**src/rtl/seq_divider_pkg.sv**
```systemverilog
// Shared ALU divider definitions: FSM state encoding, default datapath width and
// the quotient pattern reported on divide-by-zero.
package seq_divider_pkg;

    localparam int ALU_WIDTH = 32;

    typedef enum logic [1:0] {
        DIV_IDLE = 2'd0,
        DIV_CALC = 2'd1,
        DIV_DONE = 2'd2
    } div_state_t;

    // Sliced down to the configured width by the divider (WIDTH <= 64).
    localparam logic [63:0] DIV_ZERO_Q = {64{1'b1}};

endpackage

```
**src/rtl/seq_divider_if.sv**
```systemverilog
// Operand/result handshake bundle for the sequential divider.
// signed_op exists only when SEQ_DIVIDER_SIGNED_EN is defined.
interface seq_divider_if #(
    parameter int WIDTH = 32
);
    logic             in_valid;
    logic             in_ready;
    logic [WIDTH-1:0] dividend;
    logic [WIDTH-1:0] divisor;
`ifdef SEQ_DIVIDER_SIGNED_EN
    logic             signed_op;
`endif
    logic             out_valid;
    logic             out_ready;
    logic [WIDTH-1:0] quotient;
    logic [WIDTH-1:0] remainder;
    logic             div_by_zero;
    logic             busy;

    modport master (
`ifdef SEQ_DIVIDER_SIGNED_EN
        output signed_op,
`endif
        output in_valid, dividend, divisor, out_ready,
        input  in_ready, out_valid, quotient, remainder, div_by_zero, busy
    );

    modport slave (
`ifdef SEQ_DIVIDER_SIGNED_EN
        input  signed_op,
`endif
        input  in_valid, dividend, divisor, out_ready,
        output in_ready, out_valid, quotient, remainder, div_by_zero, busy
    );

endinterface

```
**src/rtl/div_sub_stage.sv**
```systemverilog
// One restoring-division trial subtraction: partial - divisor formed as
// partial + ~divisor + 1, with the carry out acting as the no-borrow flag.
module div_sub_stage #(
    parameter int WIDTH = 32
) (
    input  logic [WIDTH:0]   partial,
    input  logic [WIDTH-1:0] divisor,
    output logic [WIDTH-1:0] difference,
    output logic             no_borrow
);
    logic [WIDTH+1:0] sum;
    logic             diff_msb_unused;

    // When no borrow occurs the difference is below the divisor, so its top bit is always zero.
    assign sum = {1'b0, partial} + {1'b0, ~{1'b0, divisor}} + (WIDTH+2)'(1);
    assign {no_borrow, diff_msb_unused, difference} = sum;

endmodule

```
**src/rtl/seq_divider.sv**
```systemverilog
// Iterative restoring DIV/REM unit: one quotient bit per cycle, valid/ready on both sides.
// Define SEQ_DIVIDER_SIGNED_EN to add bus.signed_op and two's-complement division.
module seq_divider
    import seq_divider_pkg::*;
#(
    parameter int WIDTH = ALU_WIDTH
) (
    input logic          clk,
    input logic          rst_n,
    seq_divider_if.slave bus
);
    localparam int CNT_W = $clog2(WIDTH) + 1;

    div_state_t       state_q, state_d;
    logic [WIDTH-1:0] dvd_q;      // dividend bits shift out of the top, quotient bits shift in below
    logic [WIDTH-1:0] dsr_q;
    logic [WIDTH-1:0] rem_q;
    logic [CNT_W-1:0] cnt_q;
    logic             q_neg_q, r_neg_q;
    logic [WIDTH-1:0] quotient_q, remainder_q;
    logic             dbz_q;

    logic             accept, divisor_zero, last_iter, no_borrow;
    logic             q_neg_in, r_neg_in;
    logic [WIDTH-1:0] dvd_mag, dsr_mag;
    logic [WIDTH:0]   partial;
    logic [WIDTH-1:0] diff, rem_next, quo_next, q_final, r_final;

    assign accept       = bus.in_valid && (state_q == DIV_IDLE);
    assign divisor_zero = (bus.divisor == '0);
    assign last_iter    = (cnt_q == CNT_W'(WIDTH - 1));

`ifdef SEQ_DIVIDER_SIGNED_EN
    logic dvd_neg, dsr_neg;

    // The most-negative value negates to itself, which is its correct magnitude read unsigned.
    assign dvd_neg  = bus.signed_op && bus.dividend[WIDTH-1];
    assign dsr_neg  = bus.signed_op && bus.divisor[WIDTH-1];
    assign dvd_mag  = dvd_neg ? -bus.dividend : bus.dividend;
    assign dsr_mag  = dsr_neg ? -bus.divisor : bus.divisor;
    assign q_neg_in = dvd_neg ^ dsr_neg;
    assign r_neg_in = dvd_neg;
`else
    assign dvd_mag  = bus.dividend;
    assign dsr_mag  = bus.divisor;
    assign q_neg_in = 1'b0;
    assign r_neg_in = 1'b0;
`endif

    // Partial remainder kept WIDTH+1 wide so a remainder with its MSB set is not truncated.
    assign partial = {rem_q, dvd_q[WIDTH-1]};

    div_sub_stage #(.WIDTH(WIDTH)) u_sub (
        .partial   (partial),
        .divisor   (dsr_q),
        .difference(diff),
        .no_borrow (no_borrow)
    );

    assign rem_next = no_borrow ? diff : partial[WIDTH-1:0];
    assign quo_next = {dvd_q[WIDTH-2:0], no_borrow};
    assign q_final  = q_neg_q ? -quo_next : quo_next;
    assign r_final  = r_neg_q ? -rem_next : rem_next;

    // NOTE: sequential state uses non-blocking assignments so every register samples pre-edge values.
    always_ff @(posedge clk or negedge rst_n) begin
        if (!rst_n) begin
            state_q <= DIV_IDLE;
        end else begin
            state_q <= state_d;
        end
    end

    always_comb begin
        // NOTE: default assignment first, so no path through the case leaves state_d unassigned (no latch).
        state_d = state_q;
        case (state_q)
            DIV_IDLE: if (accept)        state_d = divisor_zero ? DIV_DONE : DIV_CALC;
            DIV_CALC: if (last_iter)     state_d = DIV_DONE;
            DIV_DONE: if (bus.out_ready) state_d = DIV_IDLE;
            default:                     state_d = DIV_IDLE;
        endcase
    end

    always_comb begin
        bus.in_ready  = 1'b0;
        bus.out_valid = 1'b0;
        bus.busy      = 1'b0;
        case (state_q)
            DIV_IDLE: bus.in_ready  = 1'b1;
            DIV_CALC: bus.busy      = 1'b1;
            DIV_DONE: bus.out_valid = 1'b1;
            default:  bus.in_ready  = 1'b0;
        endcase
    end

    assign bus.quotient    = quotient_q;
    assign bus.remainder   = remainder_q;
    assign bus.div_by_zero = dbz_q;

    // NOTE: the whole datapath is reset, not just control, so an aborted operation leaves all-zero outputs.
    always_ff @(posedge clk or negedge rst_n) begin
        if (!rst_n) begin
            dvd_q       <= '0;
            dsr_q       <= '0;
            rem_q       <= '0;
            cnt_q       <= '0;
            q_neg_q     <= 1'b0;
            r_neg_q     <= 1'b0;
            quotient_q  <= '0;
            remainder_q <= '0;
            dbz_q       <= 1'b0;
        end else if (accept) begin
            dvd_q   <= dvd_mag;
            dsr_q   <= dsr_mag;
            rem_q   <= '0;
            cnt_q   <= '0;
            q_neg_q <= q_neg_in;
            r_neg_q <= r_neg_in;
            if (divisor_zero) begin
                quotient_q  <= DIV_ZERO_Q[WIDTH-1:0];
                remainder_q <= bus.dividend;
                dbz_q       <= 1'b1;
            end
        end else if (state_q == DIV_CALC) begin
            dvd_q <= quo_next;
            rem_q <= rem_next;
            cnt_q <= cnt_q + CNT_W'(1);
            if (last_iter) begin
                quotient_q  <= q_final;
                remainder_q <= r_final;
                dbz_q       <= 1'b0;
            end
        end
    end

endmodule
```
**src/flat_wrapper.sv**
```systemverilog
// flat-port wrapper written by rule: the top's interface ports become plain ports
module seq_divider_flat import seq_divider_pkg::*;
#(
    parameter int WIDTH = ALU_WIDTH
)
  (clk, rst_n, bus_in_valid, bus_dividend, bus_divisor, bus_out_ready, bus_in_ready, bus_out_valid, bus_quotient, bus_remainder, bus_div_by_zero, bus_busy);
  seq_divider_if #(.WIDTH(WIDTH)) bus_i ();
  input logic clk;
  input logic rst_n;
  input wire logic [$bits(bus_i.in_valid)-1:0] bus_in_valid;
  input wire logic [$bits(bus_i.dividend)-1:0] bus_dividend;
  input wire logic [$bits(bus_i.divisor)-1:0] bus_divisor;
  input wire logic [$bits(bus_i.out_ready)-1:0] bus_out_ready;
  output wire logic [$bits(bus_i.in_ready)-1:0] bus_in_ready;
  output wire logic [$bits(bus_i.out_valid)-1:0] bus_out_valid;
  output wire logic [$bits(bus_i.quotient)-1:0] bus_quotient;
  output wire logic [$bits(bus_i.remainder)-1:0] bus_remainder;
  output wire logic [$bits(bus_i.div_by_zero)-1:0] bus_div_by_zero;
  output wire logic [$bits(bus_i.busy)-1:0] bus_busy;
  assign bus_i.in_valid = bus_in_valid;
  assign bus_i.dividend = bus_dividend;
  assign bus_i.divisor = bus_divisor;
  assign bus_i.out_ready = bus_out_ready;
  assign bus_in_ready = bus_i.in_ready;
  assign bus_out_valid = bus_i.out_valid;
  assign bus_quotient = bus_i.quotient;
  assign bus_remainder = bus_i.remainder;
  assign bus_div_by_zero = bus_i.div_by_zero;
  assign bus_busy = bus_i.busy;
  seq_divider #(.WIDTH(WIDTH)) u_core (.clk(clk), .rst_n(rst_n), .bus(bus_i));
endmodule
```
**config.mk**
```make
export PLATFORM = sky130hd
export DESIGN_NAME = seq_divider_flat
export DESIGN_NICKNAME = d
export VERILOG_FILES = /design/src/rtl/seq_divider_pkg.sv /design/src/rtl/seq_divider_if.sv /design/src/rtl/div_sub_stage.sv /design/src/rtl/seq_divider.sv /design/src/flat_wrapper.sv
export SDC_FILE = /design/constraint.sdc
export NUM_CORES = 1
export LEC_CHECK = 0
export ABC_AREA = 0
export BUFFER_PORTS_ARGS = -buffer_cell sky130_fd_sc_hd__buf_2
export CORE_MARGIN = 4
export CORE_UTILIZATION = 40
export DETAILED_ROUTE_END_ITERATION = 16
export GPL_ROUTABILITY_DRIVEN = 0
export GPL_TIMING_DRIVEN = 1
export PLACE_DENSITY = 0.68
export SLEW_MARGIN = 20
export SYNTH_ARGS = -nofsm -noshare
export SYNTH_HDL_FRONTEND = slang
export SYNTH_SLANG_ARGS = --single-unit
```
**constraint.sdc**
```tcl
create_clock -name clk -period 5.1 [get_ports clk]
set_input_delay 0.51 -clock clk [delete_from_list [all_inputs] [get_ports clk]]
set_output_delay 0.51 -clock clk [all_outputs]
set_load 0.01 [all_outputs]
```
==> results.tsv <==
metric	value	unit
synthDistinctLibCells	76	
critical-path-max-stage-delay	600	ps
layout.core_utilization	0.475	
finalInstanceArea	10800	sq um
drive_gt1_frac	0.186	
number_of_pins_with_negative_max_slew_slack_in_the_final_report	0	
setup-violations-final	0	
floorplan.core_area	22700	sq um
synth_area_per_cell	8.92	sq um
top_level_ports	136	
dr_total_vias	8109	
path_buf_inv	1	
setup_repair_after_global_routing_missed_its_margin	false	
ctsRootBufferMaster	clkbuf_16	
fin_worst_hold_slack	107	ps
synth_fp_nets	1139	
power.static_leakage	0.00476	uW
outcome	complete, no violations	
routed_via_density	5.62	
die_width	160	um
start_util	0.407	
worst-slew-pin-transition	1020	ps
maximum_achievable_frequency	298	MHz
grt_max_degree	75	
holdCritPathClass	input port to async pin	
drc	0	
post_synth_and_or_nand_nor_area_fraction	0.165	
fraction_of_synthesized_area_in_multiplexers	0.0200	
critical_path.startpoint_type	register	
grt_antenna_before_repair	1	
post_synth_main_area_contributors	dfrtp_1, o21ai_0, nand2_1	
synth-warning-count	0	
placed_area	10100	sq um
synthesis.instances	1037	
p_per_area	814	nW/um^2
finalHoldViolCount	0	
numCtsBuffers	17	
clock_latency	430	ps
synth.top_cells.by_count	dfrtp_1, nand2_1, o21ai_0, a21oi_1, clkbuf_1	
ant_nets	0	
drt_iter0_markers	713	
num_rows	55	
grt_pass1_wl	43700	um
syn_area	9250	sq um
track_usage	0.208	
post-synth-top-area-cell	dfrtp_1	
grt-ovfl-total	0	
synthAdderAreaFrac	0.0468	
port_buffers	135	
post_cts_hold_buffer_count	0	
firstDrtPassIters	5	
share_of_the_synthesized_area_in_the_top_cell_type	0.457	
detailed_place_hpwl	18800	um
crit_family	compound AO/OA/AOI/OAI gates	
drt-total-wl	26900	um
design.die.area	25600	sq um
fin_setup_tns	0	ps
synth-async-reset-ratio	1.00	
worst-setup-path-type	register to register	
max_slew_margin	0.316	
finish.net_count	1247	
cts_post_setup_buffers_inserted	0	
cts_buffer_depth	2	
post_route_fraction_of_the_period_consumed_by_the_critical_path	0.658	
clk_pin_slew_worst_paths	70	ps
worst_ep_required_time	5430	ps
antenna_cells	0	
critPathCaptureType	register	
worstPathArrival	3680	ps
worstPathCellList	ha_1 -> and4_4 -> a21boi_2 -> a41oi_2 -> nand3_2 -> o21ai_4 -> o311ai_4 -> buf_4 -> mux2i_1 -> a21oi_1 -> a21o_1	
areaGrowthSynthToFinish	16.5	%
synth_ff_type	dfrtp_1	
tritoncts_clock_tree	done	
clock-sinks	169	
synth_top_family_by_area	compound AO/OA/AOI/OAI gates	
cts_resized	0	
fin_worst_skew	8.71	ps
path_max_fanout	20	
complex_gate_fraction_of_the_synthesized_area	0.239	
ir_drop	0.357	mV
finalWorstPathRequiredPeriod	3360	ps
synth.yosys.seq_area_share	0.457	
die-height	160	um
cts_htree_levels	4	
synth_most_common_cell	dfrtp_1	
share_of_the_synthesized_netlist_area_taken_by_xor_and_xnor_gates	0.0237	
timing.max_cap.violations	0	
synth.ff_latch_count	169	
first_global_vias	7977	
wl_per_cell	18.6	um
synth_edf_count	0	
critical_path.slowest_cell	o311ai_4	
[area by class of cell]
| cell class | instances | area (sq um) |
|---|---|---|
| fill | 2184 | 11900 |
| clock inverter | 15 | 211 |
| inverter | 44 | 165 |
| timing repair buffer | 150 | 795 |
| tap | 285 | 357 |
| multi-input combinational | 763 | 4600 |
| clock buffer | 17 | 425 |
| sequential | 169 | 4230 |
[kinds of logic (layout without fill, tap and decap cells)]
kind of cell,count (synthesis),count (layout)
adders and majority gates,34,34
AOI/OAI and AO/OA,359,359
buffers and inverters,105,226
muxes,18,18
xor gates and xnor gates,25,25
and+or+nand+nor,327,327
DFF,169,169
[per-stage QoR]
step | total power, uW | cells | setup slack [ps]
2_1_floorplan | 6020 | 1037 | 2450
3_3_place_gp | 7210 | 1411 | 1820
3_5_place_dp | 7300 | 1411 | 1780
4_1_cts | 8760 | 1443 | 1750
5_1_grt | 9470 | 1443 | 1520
6_report | 8780 | 1443 | 1740
[cells in the final DEF, fill, tap and decap left out, types with 3 or more instances in the layout]
cell and n:
a211oi_1 3, a21o_1 20, a21oi_1 102, a21oi_2 3, a22o_1 3, a22oi_1 31
a32oi_1 5, buf_2 134, buf_4 15, bufinv_16 4, clkbuf_16 17, clkinvlp_4 3
dfrtp_1 169, ha_1 33, inv_1 43, inv_6 5, mux2i_1 17, nand2_1 165
nand2b_1 4, nand3_1 41, nand4_1 8, nor2_1 35, nor2b_1 35, nor3_1 6
nor4_1 9, o211ai_1 6, o21a_1 9, o21ai_0 129, o21ai_1 6, o22a_1 3
o22ai_1 5, o31ai_1 3, or3_1 6, xnor2_1 13, xor2_1 12
[layer usage]
layer / track usage / routed length [um] / vias to the layer above
met3: 0.0330 / 1300 / 29
met1: 0.316 / 13400 / 3978
li1: - / - / 3877
met4: 0.0524 / 373 / 2
met2: 0.308 / 11800 / 223
met5: 0 / 12 / -
[path summary, 6_finish.rpt]
check                                               startpoint                             endpoint  slack (ps)  cells after the start
min reg2reg                u_core.bus.remainder[4]$_DFFE_PN0P_  u_core.bus.remainder[4]$_DFFE_PN0P_         470                      1
max reg2reg                        u_core.rem_q[5]$_DFFE_PN0P_  u_core.bus.remainder[3]$_DFFE_PN0P_        1740                     11
min                                                      rst_n         u_core.dsr_q[26]$_DFFE_PN0P_         110                      1
min in group clk                                 bus_out_ready        u_core.state_q[1]$_DFFE_PN0P_         260                      2
max                                u_core.rem_q[5]$_DFFE_PN0P_  u_core.bus.remainder[3]$_DFFE_PN0P_        1740                     11
max in group asynchronous                                rst_n  u_core.bus.remainder[5]$_DFFE_PN0P_        3800                      2
[sequential cells by signal (all words and copies together), names as in the netlist]
name                    cells
u_core.bus.quotient        32
u_core.bus.div_by_zero      1
u_core.dsr_q               32
u_core.state_q              2
u_core.dvd_q               32
u_core.rem_q               32
u_core.cnt_q                6
u_core.bus.remainder       32
[where the power goes]
part / internal (uW) / switching, uW / total [uW]
combinational: 1980 / 2990 / 4970
clock: 831 / 581 / 1410
sequential: 1970 / 434 / 2400
(Power assumes the default switching activity.)
